## config.mk

```make
export PLATFORM = sky130hd
export DESIGN_NAME = mul_seq_ctrl
export DESIGN_NICKNAME = d
export VERILOG_FILES = /design/src/rtl/mul_pkg.sv /design/src/rtl/mul_seq_ctrl.sv
export SDC_FILE = /design/constraint.sdc
export NUM_CORES = 1
export LEC_CHECK = 0
export BUFFER_PORTS_ARGS = -buffer_cell sky130_fd_sc_hd__buf_2
export CORE_UTILIZATION = 45
export DETAILED_ROUTE_END_ITERATION = 16
export PLACE_DENSITY = 0.78
export SYNTH_ARGS = -nofsm -noshare
export SYNTH_HDL_FRONTEND = slang
export SYNTH_SLANG_ARGS = --single-unit
```

## constraint.sdc

```tcl
create_clock -name clk -period 1.8 [get_ports clk]
set_input_delay 0.09 -clock clk [delete_from_list [all_inputs] [get_ports clk]]
set_output_delay 0.09 -clock clk [all_outputs]
set_load 0.05 [all_outputs]
```

## src/rtl/mul_pkg.sv

```systemverilog
// Shared constants and helpers for the nibble-step multiplier sequencer.
package mul_pkg;

  // Step-state encodings understood by the combinational step unit
  localparam logic [2:0] ST_START = 3'b000;
  localparam logic [2:0] ST_A0    = 3'b001;
  localparam logic [2:0] ST_BC    = 3'b010;
  localparam logic [2:0] ST_B0    = 3'b011;
  localparam logic [2:0] ST_AD    = 3'b100;
  localparam logic [2:0] ST_HOLD  = 3'b110;
  localparam logic [2:0] ST_DONE  = 3'b111;

  // Handshake phases of the sequencer
  typedef enum logic [1:0] {
    IDLE = 2'd0,
    RUN  = 2'd1,
    HOLD = 2'd2
  } phaseT;

  // Nibble layout the step unit expects for its operand bus
  function automatic logic [15:0] pack_pcl1(input logic [7:0] opA, input logic [7:0] opB);
    return {opA[7:4], opA[3:0], opB[7:4], opB[3:0]};
  endfunction

endpackage

```

## src/rtl/mul_seq_ctrl.sv

```systemverilog
// Sequencer for the nibble-step multiplier: owns the step-state register and
// the accumulator, walks the step unit one state per cycle, and returns the
// low product byte (or a watchdog error) over a valid/ready handshake.
module mul_seq_ctrl
  import mul_pkg::*;
#(
  parameter int MAX_STEPS = 7
) (
  input  logic        clk,
  input  logic        reset,
  input  logic        req_valid,
  output logic        req_ready,
  input  logic [7:0]  op_a,
  input  logic [7:0]  op_b,
  output logic        res_valid,
  input  logic        res_ready,
  output logic [7:0]  res_data,
  output logic        res_err,
  output logic [15:0] stp_pcl1,
  output logic [7:0]  stp_pcl2,
  output logic [2:0]  stp_state,
  input  logic [2:0]  stp_next,
  input  logic [7:0]  stp_n1,
  input  logic [7:0]  stp_n2,
  input  logic        stp_done
);

  phaseT      phase;
  logic [7:0] opA;
  logic [7:0] opB;
  logic [7:0] acc;
  logic [3:0] stepCnt;
  logic       accept;
  logic       lastStep;

  // A new pair may be taken while idle, or in the same edge that hands the
  // held result over.
  assign req_ready = (phase == IDLE) || ((phase == HOLD) && res_ready);
  assign accept    = req_valid && req_ready;

  // The step executing now is the MAX_STEPS-th one since the operands were
  // accepted; if it is not the final state, the chain is abandoned.
  assign lastStep  = (({1'b0, stepCnt} + 5'd1) == 5'(MAX_STEPS));

  // Step-unit inputs are driven from registers only.
  assign stp_pcl1  = pack_pcl1(opA, opB);
  assign stp_pcl2  = acc;

  // Phase sequencing, step-state walk, accumulator and result registers
  always_ff @(posedge clk) begin
    if (reset) begin
      phase     <= IDLE;
      opA       <= '0;
      opB       <= '0;
      acc       <= '0;
      stepCnt   <= '0;
      stp_state <= ST_DONE;
      res_valid <= 1'b0;
      res_data  <= '0;
      res_err   <= 1'b0;
    end else begin
      case (phase)
        IDLE: ;
        RUN: begin
          stp_state <= stp_next;
          acc       <= stp_n2;
          stepCnt   <= stepCnt + 4'd1;
          if (stp_done) begin
            res_data  <= stp_n1;
            res_err   <= 1'b0;
            res_valid <= 1'b1;
            phase     <= HOLD;
            stp_state <= ST_DONE;
          end else if (lastStep) begin
            res_data  <= '0;
            res_err   <= 1'b1;
            res_valid <= 1'b1;
            phase     <= HOLD;
            stp_state <= ST_DONE;
          end
        end
        HOLD: begin
          if (res_ready) begin
            res_valid <= 1'b0;
            phase     <= IDLE;
          end
        end
        default: phase <= IDLE;
      endcase

      // Accept only happens in IDLE or HOLD, so this overrides the HOLD exit.
      if (accept) begin
        opA       <= op_a;
        opB       <= op_b;
        acc       <= '0;
        stepCnt   <= '0;
        stp_state <= ST_START;
        phase     <= RUN;
      end
    end
  end

endmodule

```

==> metrics.cfg, run 1 <==
[place]
dpl.hpwl_um = 2530
finalWeightedCongestion = 0.726
portBuffers = 77
pre_cts_ws_ns = 0.236

[drt]
drc = 0
routedWlPerCell_um = 10.9
drt_iter0_markers = 69
drt.antenna.violating_nets = 0
firstDrtPassIters = 4
vias = 1548
viasPerCell = 4.71
finalWirelength_um = 3580

[floorplanning]
fp.dieW_um = 62.9
die_y_um = 62.9
row_count = 21
start_util_pct = 48.5
ios = 78
coreArea_mm2 = 0.00344
die-area_mm2 = 0.00396

[finish]
fin_nets = 324
syn_to_final_growth_pct = 34.5
n_antenna_cell = 0
final_cell_mix = buf_2 (77), nand2_1 (62), dfxtp_1 (43)
layout_commonest_cell = buf_2
final_util_pct = 65.2
drive_gt1_share_pct = 33.2

[sta]
finalCriticalPeriod_ns = 1.57
fin_ws_ns = 0.230
slew_viol_final = 0
setup_viol = 0
fin_crit_sh_pct = 87.2
grt_setup_unrepaired = false
hold_slack_ns = 0.0113
worst_pin_slew_ns = 0.623
finalClockSkew_ns = 0.00316
slew_headroom_pct = 58.4
finalHoldViolCount = 0
fin_setup_tns_ns = 0
fmaxAchievable_ghz = 0.637

[global_route]
grt_pass1_vias = 1460
grt.total_usage_pct = 19.7
antenna_found_initial = 0
grt_overflow = 0
grt_max_degree = 23
grt_pass1_wl_um = 6160

[logic_synthesis]
ys_seq_area_share_pct = 51.6
yosysWarnings = 0
synth-seq-cells = 43
synth_area_per_cell_um2 = 8.30
netlist_instances = 201
netlist_area_mm2 = 0.00167
ys_types = 31
synth_nets = 243

[power_and_ir_drop]
p_per_area_mw_per_mm2 = 993
peakVddDrop_mv = 0.643
power.leakage_nw = 1.02

[critical_path]
startpoint_type = flop
crit_required_ns = 2.01
r2r_start = stepCnt[0]
criticalPathCategory = reg -> reg
endpoint_kind = flop
rrSetupSlack_ns = 0.23
timing.rr.end = res_data[5]
crit_fanout = 8
cp_data_arrival_time_ns = 1.78
rr_worst_depth = 6

[worst_hold_path]
worstHoldPathType = in -> reg
hp-start = stp_n1[1]
min_path_cells = 3
hold_end = res_data[1]

[clocking]
root_buffer = clkbuf_8
numCtsBuffers = 5
cts_tree = built
cts_sinks = 43
clkTransAtPathRegs_ns = 0.08
cts_max_level = 2
clockBufferDepth = 2
post_cts_resized = 0
clock_latency_ns = 0.29

[run]
drv_cap = 0

[run_status]
status = completed

## through the flow
stage,instance area [µm²],power [mW],cells
4_1_cts,2240,2.26,329
6_report,2240,2.23,329
5_1_grt,2240,2.34,329
3_5_place_dp,2080,1.49,316
3_3_place_gp,2080,1.48,316
2_1_floorplan,1670,1.37,201
## sequential cells by signal, indices dropped and copies added (netlist names)
name and count:
opA 8, opB 8, phase 2, res_data 8, res_err 1, res_valid 1, stepCnt 4, stp_pcl2 8
stp_state 3
## layer usage
layer | track usage (%) | vias up | share of wire, %
met5 | 0 | - | 0
met4 | 8.14 | 0 | 1.7
met3 | 5.47 | 6 | 4.6
met2 | 33.9 | 40 | 49
met1 | 22.5 | 677 | 45
li1 | - | 825 | -
## how the worst max path moves through the flow
stage | from | end | slack [ns] | depth (start not counted)
global placement | stepCnt[0] | res_data[3] | 0.30 | 6
finish | stepCnt[0] | res_data[5] | 0.23 | 6
CTS | stepCnt[0] | res_data[5] | 0.21 | 6
global route | stepCnt[0] | res_data[5] | 0.07 | 6
detailed placement | stepCnt[0] | res_data[5] | 0.24 | 6
floorplan | stepCnt[0] | stp_state[2] | 0.27 | 6
## cells in the mapped netlist
| master | count | area share, % |
|---|---|---|
| nand2_1 | 62 | 14 |
| nor2b_1 | 2 | 0.75 |
| buf_1 | 1 | 0.22 |
| o22ai_1 | 1 | 0.38 |
| nand3b_1 | 1 | 0.45 |
| a31oi_1 | 2 | 0.75 |
| o21ai_1 | 2 | 0.60 |
| buf_2 | 7 | 2.1 |
| nand3_1 | 1 | 0.30 |
| nand4_1 | 1 | 0.38 |
| a41oi_1 | 1 | 0.52 |
| inv_1 | 11 | 2.5 |
| a221oi_1 | 1 | 0.52 |
| mux2_2 | 3 | 2.0 |
| and3_1 | 2 | 0.75 |
| a21oi_1 | 27 | 8.1 |
| o2111ai_2 | 1 | 0.90 |
| xor2_1 | 2 | 1.0 |
| clkbuf_1 | 2 | 0.45 |
| o21ai_0 | 8 | 2.4 |
| a221o_1 | 3 | 1.8 |
| a211oi_1 | 1 | 0.45 |
| o32ai_1 | 1 | 0.52 |
| buf_6 | 1 | 0.67 |
| nor3b_4 | 1 | 1.1 |
| nor2_1 | 6 | 1.3 |
| ha_1 | 2 | 1.5 |
| nand2b_1 | 3 | 1.1 |
| dfxtp_1 | 43 | 52 |
| and2_1 | 1 | 0.38 |
| buf_4 | 1 | 0.45 |
## critical path, stage by stage, from the launching register on
cell and delay [ns]:
dfxtp_1 0.41, inv_1 0.08, ha_1 0.24, a31oi_1 0.26, a31oi_1 0.18, buf_4 0.19, o21ai_0 0.14
## power breakdown
part	total, mW	switching (mW)	internal [mW]
Combinational	0.435	0.305	0.130
Sequential	1.04	0.0307	1.01
Clock	0.758	0.309	0.449
## cell families (layout without fill, tap and decap cells)
| group | Yosys count | count (layout) | share of synthesized area (%) |
|---|---|---|---|
| AO/OA/AOI/OAI | 48 | 48 | 16.9 |
| AND/OR/NAND/NOR | 80 | 80 | 20.5 |
| flip-flops | 43 | 43 | 51.6 |
| buffers and inverters | 23 | 105 | 6.37 |
| XOR/XNOR | 2 | 2 | 1.05 |
| multiplexers | 3 | 3 | 2.02 |
| adder cells (fa/ha/maj) | 2 | 2 | 1.50 |
## area by class of cell
class | instances | area, µm²
well taps | 46 | 57.6
flip-flops and latches | 43 | 861
repair buffers | 86 | 465
fillers | 331 | 1200
inverters | 11 | 41.3
clock buffers | 6 | 82.6
clock inverters | 2 | 35.0
multi-input cells | 135 | 702
## repair_timing
action	4_1_cts	5_1_grt
endpoints found under the hold margin	5	0
setup buffers	0	0
hold buffers	5	0
Power figures use the tool's default switching activity.
==> inputs of run 2 (changes only) <==
==> constraint.sdc (replaced) <==
create_clock -name clk -period 1.8 [get_ports clk]
set_input_delay 0.36 -clock clk [delete_from_list [all_inputs] [get_ports clk]]
set_output_delay 0.36 -clock clk [all_outputs]
set_load 0.05 [all_outputs]
==> run 2 against run 1 <==
Clock power fell by 14%. Clock skew rose by 0.0011 ns. Cell area fell by 2.4%. Sequential cell count did not move. Critical path type is now reg -> out. Global-route usage fell by 0.41 points. Combinational power fell by 0.9%. Die area did not move. Count of clock-buffer cells in the layout rose by 2. Setup slack got worse by 0.15 ns. Non-clock buffer count fell by 4. Wire length rose by 3.1%. Core utilization fell by 1.6 points. Largest cell class unchanged.
==> metrics.cfg, run 2 (synthesis results as in run 1) <==
[floorplanning]
coreArea_mm2 = 0.00344
start_util_pct = 48.5
fp.dieW_um = 62.9
die_y_um = 62.9
die-area_mm2 = 0.00396
ios = 78
row_count = 21

[critical_path]
r2r_start = stepCnt[0]
path_cells = nor2b_1 > nor2_1 > buf_2
slowest_delay_ns = 0.49
rrSetupSlack_ns = 0.12
cpMaxStageDelayCell = dfxtp_1
startpoint = phase[1]
crit_required_ns = 1.44
crit_family = flip-flops
criticalPathCategory = reg -> out
startpoint_type = flop
cp_data_arrival_time_ns = 1.36
endpoint_kind = primary output
crit_fanout = 8
crit_buf_inv = 1

[drt]
viasPerCell = 4.82
routedWlPerCell_um = 11.3
vias = 1565
drc = 0
firstDrtPassIters = 4
drt_iter0_markers = 86
finalWirelength_um = 3690
drt.antenna.violating_nets = 0

[global_route]
grt_pass1_wl_um = 6020
grt_pass1_vias = 1445
grt_max_degree = 21
grt_overflow = 0
grt.total_usage_pct = 19.2
antenna_found_initial = 0

[finish]
fin_nets = 320
final_cell_mix = buf_2 (77), nand2_1 (62), dfxtp_1 (43)
drive_gt1_share_pct = 34.1
n_antenna_cell = 0
syn_to_final_growth_pct = 31.3
final_cells = 325
layout_commonest_cell = buf_2

[sta]
fin_crit_sh_pct = 95.4
finalHoldViolCount = 0
setup_viol = 0
slew_headroom_pct = 57.9
fin_setup_tns_ns = 0
fmaxAchievable_ghz = 0.582
fin_ws_ns = 0.0822
slew_viol_final = 0
finalClockSkew_ns = 0.00421
finalCriticalPeriod_ns = 1.72
worst_pin_slew_ns = 0.631

[place]
dpl.hpwl_um = 2700
pre_cts_ws_ns = 0.110
finalWeightedCongestion = 0.717
portBuffers = 77
place_inst = 317

[worst_hold_path]
worstHoldPathType = in -> reg
hp-start = stp_n1[3]

[clocking]
clock_latency_ns = 0.29
cts_max_level = 2
clockBufferDepth = 2
cts_sinks = 43
cts_tree = built
postCtsSetupBuffers = 0
clkTransAtPathRegs_ns = 0.07
root_buffer = clkbuf_8
numCtsBuffers = 5

[power_and_ir_drop]
swShare_pct = 30.1
power.leakage_nw = 0.997
peakVddDrop_mv = 0.699
seqPwrFrac_pct = 48.9
pwr-share-clk_pct = 30.7
power.internal_mw = 1.48
combPwrFrac_pct = 20.4
p_per_area_mw_per_mm2 = 967
power_switching_mw = 0.639

[run]
drv_cap = 0

[run_status]
status = completed

==> run 2: changes by cell type in the layout (fill, tap and decap cells not counted), sizes merged <==
cell         previous run  this run
bufinv                  1         0
clkbuf                  6         8
clkinv                  1         0
dlygate4sd3             5         0
buf                    81        82
==> run 2: stage by stage <==
stage                     hold slack, ns  util (%)  area, µm²  total power [mW]
after CTS                          0.263      63.5       2180              2.14
final                              0.267      63.6       2190              2.12
after floorplan                    0.469         -       1670              1.37
after global routing               0.271      63.6       2190              2.22
after detailed placement           0.443      60.6       2080              1.49
after global placement             0.439      60.6       2080              1.48
==> run 2: worst min-delay path, stage by stage <==
cell and delay, ns:
buf_2 0.07, nand2_1 0.03, o21ai_0 0.05
==> run 2: routing by layer <==
layer  part of all wire, %  global-route usage [%]
met1                    44                    20.3
met4                   1.1                    7.85
met3                   4.5                    5.66
met2                    50                    35.1
met5                     0                       0
==> run 2: timing repair <==
item	in CTS	in global routing
hold buffers	0	0
setup endpoints to repair	0	2
gates resized for setup	0	1
==> run 2: power groups by stage <==
stage,clock network [mW],logic [mW],registers [mW]
final,0.651,0.431,1.04
after CTS,0.670,0.433,1.04
after global placement,0,0.428,1.06
after detailed placement,0,0.433,1.06
after floorplan,0,0.146,1.22
after global routing,0.713,0.463,1.04
==> run 2: cell type report <==
type / count / area, µm²
Timing Repair Buffer: 82 / 423
Multi-Input combinational cell: 135 / 708
Fill cell: 325 / 1250
Tap cell: 46 / 57.6
Clock buffer: 8 / 100
Sequential cell: 43 / 861
Inverter: 11 / 41.3
==> run 2: final timing paths <==
check,to,cells after the start
max,req_ready,3
min,res_data[3],3
max reg2reg,res_data[4],6
min reg2reg,opA[5],2
